[src/rtl/sys_bridge.sv]
// CPU-to-device system bridge: decodes device and controller windows, returns registered read data,
// flags unmapped accesses, and synchronises, latches and masks device interrupts onto HWInt[7:2].
module sys_bridge #(
    parameter int          NDEV        = 3,
    parameter logic [31:0] BASE        = 32'h00007F00,
    parameter int          SYNC_STAGES = 2
) (
    input  logic                   clk,
    input  logic                   reset,
    input  logic [31:2]            PrAddr,
    input  logic [3:0]             BE,
    input  logic [31:0]            PrWD,
    input  logic                   We,
    output logic [31:0]            PrRD,
    output logic                   BusErr,
    output logic [7:2]             HWInt,
    output logic [1:0]             DEV_Addr,
    output logic [31:0]            DEV_WD,
    output logic [3:0]             DEV_BE,
    output logic [NDEV-1:0]        DEV_We,
    input  logic [32*NDEV-1:0]     DEV_RD,
    input  logic [NDEV-1:0]        DEV_Irq
);

    logic [31:0]     w_byte_addr;
    logic [31:0]     w_off;
    logic            w_above;
    logic [NDEV-1:0] w_hit;
    logic            w_dev_hit;
    logic            w_ctl_hit;
    logic            w_unmapped;
    logic            w_ctl_we;
    logic [31:0]     w_rd;
    logic [NDEV-1:0] w_clr;
    logic [NDEV-1:0] w_s;
    logic [NDEV-1:0] w_ip_next;

    logic [NDEV-1:0] r_im;
    logic [NDEV-1:0] r_ip;
    logic [NDEV-1:0] r_mode;
    logic [NDEV-1:0] r_sync [SYNC_STAGES];
    logic [NDEV-1:0] r_s_d;
    logic [NDEV-1:0] r_arm;
    logic            r_live;
    logic [31:0]     r_prrd;
    logic            r_buserr;
    logic [7:2]      r_hwint;

    assign w_byte_addr = {PrAddr, 2'b00};
    assign w_above     = (w_byte_addr >= BASE);
    assign w_off       = w_byte_addr - BASE;

    always_comb begin
        w_hit = '0;
        for (int i = 0; i < NDEV; i++) begin
            w_hit[i] = w_above && (w_off[31:4] == 28'(i));
        end
    end

    assign w_dev_hit  = |w_hit;
    assign w_ctl_hit  = w_above && (w_off[31:4] == 28'hF) && (w_off[3:2] != 2'd3);
    assign w_unmapped = w_above && !w_dev_hit && !w_ctl_hit;
    assign w_ctl_we   = We && BE[0] && w_ctl_hit;

    assign DEV_We   = We ? w_hit : '0;
    assign DEV_Addr = PrAddr[3:2];
    assign DEV_WD   = PrWD;
    assign DEV_BE   = BE;

    always_comb begin
        w_rd = '0;
        for (int i = 0; i < NDEV; i++) begin
            if (w_hit[i]) w_rd = DEV_RD[32*i +: 32];
        end
        if (w_ctl_hit) begin
            case (w_off[3:2])
                2'd0:    w_rd = 32'(r_im);
                2'd1:    w_rd = 32'(r_ip);
                2'd2:    w_rd = 32'(r_mode);
                default: w_rd = '0;
            endcase
        end
    end

    assign w_s   = r_sync[SYNC_STAGES-1];
    assign w_clr = (w_ctl_we && (w_off[3:2] == 2'd1)) ? PrWD[NDEV-1:0] : '0;

    // r_arm blocks the reset-cleared synchroniser from faking a rising edge on a line held high through reset.
    always_comb begin
        w_ip_next = '0;
        for (int i = 0; i < NDEV; i++) begin
            if (r_mode[i]) w_ip_next[i] = (w_s[i] & ~r_s_d[i] & r_arm[i]) | (r_ip[i] & ~w_clr[i]);
            else           w_ip_next[i] = w_s[i];
        end
    end

    always_ff @(posedge clk or negedge reset) begin
        if (!reset) begin
            for (int k = 0; k < SYNC_STAGES; k++) r_sync[k] <= '0;
        end else begin
            r_sync[0] <= DEV_Irq;
            for (int k = 1; k < SYNC_STAGES; k++) r_sync[k] <= r_sync[k-1];
        end
    end

    always_ff @(posedge clk or negedge reset) begin
        if (!reset) begin
            r_im     <= '0;
            r_ip     <= '0;
            r_mode   <= '0;
            r_s_d    <= '0;
            r_arm    <= '0;
            r_live   <= 1'b0;
            r_prrd   <= '0;
            r_buserr <= 1'b0;
            r_hwint  <= '0;
        end else begin
            r_prrd   <= w_rd;
            r_buserr <= w_unmapped;
            r_hwint  <= 6'(r_ip & r_im);
            r_ip     <= w_ip_next;
            r_s_d    <= w_s;
            r_live   <= 1'b1;
            if (r_live) r_arm <= r_arm | ~r_sync[0];
            if (w_ctl_we && (w_off[3:2] == 2'd0)) r_im   <= PrWD[NDEV-1:0];
            if (w_ctl_we && (w_off[3:2] == 2'd2)) r_mode <= PrWD[NDEV-1:0];
        end
    end

    assign PrRD   = r_prrd;
    assign BusErr = r_buserr;
    assign HWInt  = r_hwint;

endmodule

[config.mk]
export PLATFORM = sky130hd
export DESIGN_NAME = sys_bridge
export DESIGN_NICKNAME = d
export VERILOG_FILES = /design/src/rtl/sys_bridge.sv
export SDC_FILE = /design/constraint.sdc
export NUM_CORES = 1
export LEC_CHECK = 0
export ABC_AREA = 1
export CAP_MARGIN = 20
export CORE_MARGIN = 3
export CORE_UTILIZATION = 33
export CTS_CLUSTER_SIZE = 25
export DETAILED_ROUTE_END_ITERATION = 8
export PLACE_DENSITY = 0.78
export SLEW_MARGIN = 20
export SYNTH_ARGS = -nofsm -noshare
export SYNTH_HDL_FRONTEND = slang
export SYNTH_SLANG_ARGS = --single-unit
[constraint.sdc]
create_clock -name clk -period 1.7 [get_ports clk]
set_clock_uncertainty 0.1 [all_clocks]
set_input_delay 0.17 -clock clk [delete_from_list [all_inputs] [get_ports clk]]
set_output_delay 0.17 -clock clk [all_outputs]
set_load 0.01 [all_outputs]
# Word-level counts from Yosys, hierarchy flattened
# Index checks and enable logic that the tools add are counted.
# word_totals
mem_count	0
output_inout_bits	80
latch_bits	0
rom_bits	0
ram_bits	0
register_bits	58
# classes
magnitude_cmp	1
eq_ne	6
n_addsub	1
mux	10
shifts	0
n_reduce_logical	17
bitwise	21
multipliers	0
div_mod_pow	0
# op_table
cell	count
$mux 32	4
$ge 32x15->1 const B	1
$sub 32x15->32 const B	1
$eq 28x1->1 const B	1
$eq 28x2->1 const B	1
$eq 28x4->1 const B	1
$logic_not 28->1	1
$logic_and 1x1->1	12
$and 1x1->1	9
$pmux 3 s3	1
$mux 3	2
$not 1->1	6
$and 3x3->3	1
$mux 1	3
$not 3->3	1
$or 1x1->1	3
$or 3x3->3	1
$reduce_or 3->1	1
$eq 2x1->1 const B	1
$eq 2x2->1 const B	1
$logic_not 1->1	2
$logic_not 2->1	1
$ne 2x2->1 const B	1

# Longest topological paths before layout
# Gate-level depths: netlist of run 1.
# logic_depth
ltp_word	11
mapped_depth	17
mapped_depth_nobuf	16

# Worst setup path before layout of run 1
# Ideal clock, no wire load.
# synth_path
path_kind	input to output
startpoint	input PrAddr[10] in the netlist's numbering
endpoint	output DEV_We[1]
cell_stages	14
t_arrival_ns	1.628
slack_ns	-0.198
cell_sequence	nand2_1 > nor2_4 > nand2_2 > buf_6 > nand4_2 > nand2_2 > nor2_4 > nand2_1 > nor2_2 > nand2_1 > nor2_4 > buf_6 > inv_1 > nor2_1
# synth_between
elab_chain_cells	4
elab_cells_between_ends	5
# synth_lines
element	line	source
start, declared	10	input logic [31:2] PrAddr,
$sub 32x15->32	51	assign w_off = w_byte_addr - BASE;
$eq 28x1->1	56	w_hit[i] = w_above && (w_off[31:4] == 28'(i));
$logic_and 1x1->1 (*)	56	
$mux 3 (*)	65	assign DEV_We = We ? w_hit : '0;
end, declared	20	output logic [NDEV-1:0] DEV_We,
# Every way passes the cells marked *; elsewhere a longest branch is shown, timed or not.

# Worst setup path after layout of run 1
# layout_path
startpoint	input PrAddr[11] in the netlist's numbering
endpoint	register r_im[2]
# layout_between
elab_chain_cells	6
elab_cells_between_ends	7
# layout_lines
element	line	source
$sub 32x15->32	51	
$eq 28x4->1	61	assign w_ctl_hit = w_above && (w_off[31:4] == 28'hF) && (w_off[3:2] != 2'd3);
$logic_and 1x1->1 (*) (2 in a row)	61	
$logic_and 1x1->1 (*)	63	assign w_ctl_we = We && BE[0] && w_ctl_hit;
$logic_and 1x1->1 (*)	125	if (w_ctl_we && (w_off[3:2] == 2'd0)) r_im <= PrWD[NDEV-1:0];
end signal, assigned	125	
end, declared	38	logic [NDEV-1:0] r_im;
# Marked as above.
# A chain may end at the register's enable or synchronous reset.

==> results_dict.tcl, run 1 <==
set metrics [dict create \
    p_seq_share_pct 38.2 \
    area_delta_synth_final_pct 78.2 \
    power.net_switching_uw 892 \
    start_util_pct 34.2 \
    nets 921 \
    root_buffer "clkbuf_16" \
    yosysMostFrequentCell "nand2_1" \
    clockBufferDepth 2 \
    grt_pass1_wl_um 20500 \
    synth_cells 553 \
    finalSetupTns_ns -7.38 \
    place_congestion 0.913 \
    synthArstFlopShare_pct 100 \
    gr-total-overflow 0 \
    ys_ff_latch 58 \
    finalWorstSetupSlack_ns -0.261 \
    rsz0062_at_grt "true" \
    hold_viol_final 0 \
    crit_arrival_ns 2.07 \
    slowest_delay_ns 0.24 \
    dr.pass1.iters 4 \
    cts.sinks 58 \
    vias 4226 \
    yosysWarnings 0 \
    path_class "in2reg" \
    synth_cell_types 25 \
    syn_area_um2 3760 \
    met1_length_um 4720 \
    path_buf_inv 3 \
    io_buffers 180 \
    wl_met2_um 6950 \
    power.share.clock_pct 45.5 \
    violations "setup timing" \
    yosysTopAreaCellShare_pct 38.6 \
    die_x_um 113 \
    cpMaxStageDelayCell "nor2_4" \
    antenna_found_initial 0 \
    p_comb_share_pct 16.2 \
    highest-signal-layer "met4" \
    grt_start_max_net_pins 59 \
    required_ns 1.81 \
    switching_share_pct 24.2 \
    rrSetupSlack_ns 0.76 \
    p_total_uw 3680 \
    powerDensity_nw_per_um2 549 \
    fp.dieArea_um2 12700 \
    critical_path.cell_chain "buf_4 > nand2_8 > nor2_4 > nand2_4 > buf_4 > nand3b_1 > nand2_2 > nand2_1 > nor2_1 > nand3_1 > nor2_4 > buf_6 > nand2_8 > nor2_4 > nand2_4 > nand2_2 > o21ai_2" \
    grtUsageTotal_pct 20.0 \
    detail-route-antenna-nets 0 \
    cp-start-kind "input pin" \
    critPathMostFrequentCell "nor2_4" \
    crit_family "simple AND/OR/NAND/NOR gates" \
    synth_top_cells_by_count "nand2_1, nor2_1, inv_1, dfrtp_1, buf_4" \
    drt_iter0_markers 233 \
    syn-mean-instance-area_um2 6.80 \
    dp_slack_ns -1.19 \
    cts_inserted_buffers 9 \
    route.met3.wl_um 1060 \
    cts_max_level 3 \
    diodes 0 \
    utilization_pct 61.0 \
    min_period_ns 1.96 \
    end_kind "flop" \
    io_pins 248 \
    p_leak_uw 0.00339 \
    drc 0 \
    cts_tree "yes" \
    internal-power_uw 2790 \
    synth_edf_count 0 \
    routedWlPerCell_um 14.7 \
    row_count 38 \
    min_period_over_period_pct 115 \
    synthTopCellsByArea "dfrtp_1, nand2_1, nor2_1, buf_4, inv_1" \
    hp-class "in2reg" \
    clk_latency_ns 0.32 \
    dpl.hpwl_um 9290 \
    clk_pin_slew_worst_paths_ns 0.05 \
    synth_area_leader_cell "dfrtp_1" \
    critPathMaxFanout 6 \
    core_um2 11000 \
    dieHeight_um 113 \
    maxCapViolCount 0 \
    synth_ff_type "dfrtp_1" \
    viasPerCell 4.71 \
    slew_violations 0 \
    status "finished with violations" \
    finalWirelength_um 13200 \
    setup_viol 45 \
    grt_pass1_vias 4374 \
    max_freq_ghz 0.510 \
    seq_area_frac_synth_pct 38.6 \
    ir_drop_mv 0.451 \
    drive_gt1_share_pct 27.4 \
]
## metal layers
metal  vias up  track usage [%]
met5         -                0
met4         0             9.54
met3        36             5.56
met2       198             36.9
met1      1950             20.9
li1       2042                -
## area by class of cell
cell class / count / area [um^2]
Clock inverter: 6 / 42.5
Inverter: 66 / 254
Fill cell: 923 / 4280
Tap cell: 140 / 175
Multi-Input combinational cell: 374 / 2060
Timing Repair Buffer: 244 / 2470
Clock buffer: 10 / 239
Sequential cell: 58 / 1450
## state kept, by name, indices dropped and copies added (netlist names)
signal,flops
r_ip,3
PrRD,32
w_s,3
BusErr,1
r_sync,3
r_live,1
r_s_d,3
r_mode,3
r_im,3
r_arm,3
HWInt,3
## kinds of logic after synthesis
kind of cell	synth area share (%)
AO/OA/AOI/OAI	5.99
buffers and inverters	18.4
flip-flops	38.6
other	0.200
AND/OR/NAND/NOR	36.8
## layout by cell type, fill, tap and decap left out, types with 10 or more instances in the layout
master,synthesis,layout
clkdlybuf4s50_1,0,152
nand2_1,141,123
nor2_1,128,105
inv_1,65,60
dfrtp_1,58,58
buf_4,41,41
o21ai_2,0,26
buf_6,9,20
nor2_4,6,19
nand2_2,6,17
nand3_1,23,16
nor2_2,3,13
clkbuf_16,0,11
buf_2,3,10
## what timing repair did
| item | CTS | global route |
|---|---|---|
| gates cloned | 4 | 3 |
| endpoints found under the hold margin | 58 | 0 |
| endpoints found under the setup margin | 45 | 45 |
| hold buffers | 1 | 0 |
| gates resized for setup | 232 | 30 |
| setup buffers | 15 | 3 |
| pin swaps | 61 | 22 |
## per-stage QoR
stage / area (um^2) / cells / hold slack (ns)
floorplan: 3840 / 555 / -0.226
global placement: 5680 / 856 / 0.0924
detailed placement: 5680 / 856 / 0.0999
CTS: 6520 / 892 / 0.177
global route: 6700 / 898 / 0.184
finish: 6700 / 898 / 0.185
## power groups by stage
stage	sequential [uW]	clock (uW)	combinational, uW
global placement	1430	0	537
CTS	1410	1720	582
finish	1410	1670	597
detailed placement	1430	0	542
floorplan	1430	0	195
global route	1410	1780	643
## worst paths after layout
| kind | startpoint | endpoint | depth (start not counted) |
|---|---|---|---|
| setup / recovery | PrAddr[11] | r_im[2] | 17 |
| hold / removal | DEV_Irq[0] | r_sync[3] | 1 |
| setup reg to reg | r_mode[1] | PrRD[1] | 4 |
| hold reg to reg | w_s[2] | r_s_d[2] | 0 |
| max in group asynchronous | reset | PrRD[8] | 3 |
| min in group asynchronous | reset | r_sync[5] | 3 |
(Power assumes the default switching activity.)
==> inputs of run 2 (changes only) <==
--- a/config.mk
+++ b/config.mk
@@ -7,7 +7,6 @@
 export LEC_CHECK = 0
 export ABC_AREA = 1
 export CAP_MARGIN = 20
-export CORE_MARGIN = 3
 export CORE_UTILIZATION = 33
 export CTS_CLUSTER_SIZE = 25
 export DETAILED_ROUTE_END_ITERATION = 8
==> run 2 against run 1 <==
The flow still finishes with violations (setup timing). Sequential share of layout area decreased by 0.93 points. Utilization increased by 2.7 points. Die area shrank 7.0%. Total power rose by 12%. Register-to-register slack hardly changed. Cell area grew 4.5%. Largest power group unchanged. Non-clock buffer count grew 12. Clock power rose by 26%. Worst hold slack better by 0.0024 ns. Sequential power barely moved. Global-route usage is 2.3 points higher.
==> results_dict.tcl, run 2 (synthesized netlist as in run 1, its figures left out) <==
set metrics [dict create \
    cts_inserted_buffers 9 \
    detail-route-antenna-nets 0 \
    row_count 38 \
    drive_gt1_share_pct 27.9 \
    cts_max_level 3 \
    drt_iter0_markers 185 \
    p_total_uw 4130 \
    nets 933 \
    start_util_pct 34.2 \
    cts_tree "yes" \
    clk_latency_ns 0.32 \
    rsz0062_at_grt "true" \
    grt_pass1_vias 4229 \
    vias 4262 \
    min_period_over_period_pct 121 \
    crit_arrival_ns 2.20 \
    finalWorstSetupSlack_ns -0.354 \
    diodes 0 \
    clockBufferDepth 2 \
    grt_pass1_wl_um 20100 \
    area_delta_synth_final_pct 86.2 \
    powerDensity_nw_per_um2 590 \
    io_pins 248 \
    antenna_found_initial 0 \
    io_buffers 180 \
    dieHeight_um 109 \
    hold_viol_final 0 \
    maxCapViolCount 0 \
    largest_reg_flops 32 \
    root_buffer "clkbuf_16" \
    viasPerCell 4.68 \
    layout.cells.most_common_list "clkdlybuf4s50_1, nand2_1, nor2_1" \
    ir_drop_mv 0.586 \
    place_congestion 0.877 \
    dr.pass1.iters 5 \
    cp-start-kind "input pin" \
    min_period_ns 2.05 \
    required_ns 1.84 \
    p_leak_uw 0.00356 \
    gr-total-overflow 0 \
    critPathMaxFanout 6 \
    fp.dieArea_um2 11800 \
    final_common_cell "clkdlybuf4s50_1" \
    final_cell_area_um2 7000 \
    path_class "in2reg" \
    routedWlPerCell_um 14.6 \
    dp_slack_ns -1.21 \
    cts.sinks 58 \
    finalNonFillerCells 910 \
    grtUsageTotal_pct 22.4 \
    dpl_cell_area_um2 5750 \
    core_um2 11000 \
    hp-class "in2async" \
    finalSetupTns_ns -13.13 \
    finalWirelength_um 13300 \
    clk_pin_slew_worst_paths_ns 0.06 \
    violations "setup timing" \
    drc 0 \
    placed_cells 862 \
    setup_viol 45 \
    max_freq_ghz 0.487 \
    die_x_um 109 \
    slew_violations 0 \
    grt_start_max_net_pins 46 \
    status "finished with violations" \
    end_kind "flop" \
    dpl.hpwl_um 8820 \
]
## run 2: report_power, final
group	internal, uW	total [uW]	switching [uW]
Clock	1440	2110	668
Sequential	1400	1410	8.43
Combinational	378	617	239
Total	3220	4130	915
## run 2: layout make-up
cell class / count / area (um^2)
Fill cell: 871 / 3980
Multi-Input combinational cell: 374 / 2080
Clock inverter: 7 / 125
Tap cell: 140 / 175
Timing Repair Buffer: 256 / 2700
Clock buffer: 9 / 225
Inverter: 66 / 250
Sequential cell: 58 / 1450
## run 2: per-stage QoR
| stage | utilization (%) | hold slack, ns |
|---|---|---|
| CTS | 61.4 | 0.179 |
| global placement | 52.3 | -0.0124 |
| floorplan | - | -0.226 |
| finish | 63.7 | 0.188 |
| global route | 63.7 | 0.180 |
| detailed placement | 52.3 | -0.00707 |
## run 2: worst max-delay path, stage by stage
cell and delay, ns:
buf_8 0.10, buf_6 0.11, nor3_4 0.27, buf_4 0.16
nand4_1 0.08, nand2_1 0.10, nand3_2 0.10, nor2_4 0.16
buf_6 0.12, nand4_4 0.13, buf_8 0.19, buf_4 0.14
buf_12 0.13, nand2_4 0.05, nor2_1 0.04, nor2_1 0.13
## run 2: layer usage
layer  global-route usage, %  vias to the layer above  wire length (um)
li1                        -                     2074                 -
met1                    24.7                     1948              4970
met2                    42.3                      224              7200
met3                    4.60                       16               972
met4                    7.43                        0               191
met5                       0                        -                 0
## run 2: worst paths after layout
kind | slack (ns) | start | depth (start not counted) | end
worst min register to register | 0.27 | r_sync[3] | 0 | w_s[0]
worst min-delay path | 0.19 | reset | 2 | r_s_d[2]
min in group clk | 0.19 | DEV_Irq[0] | 1 | r_sync[3]
worst max register to register | 0.76 | r_mode[1] | 4 | PrRD[1]
worst max-delay path | -0.35 | PrAddr[15] | 16 | PrRD[30]
max in group asynchronous | 0.75 | reset | 3 | PrRD[13]
## run 2: timing repair
| action | CTS | global route |
|---|---|---|
| buffers inserted | 11 | 10 |
| hold buffers | 1 | 0 |
| endpoints found under the hold margin | 27 | 0 |
| endpoints found under the setup margin | 45 | 45 |
| pin swaps | 50 | 51 |
| gates cloned | 10 | 0 |
| gates resized for setup | 209 | 52 |
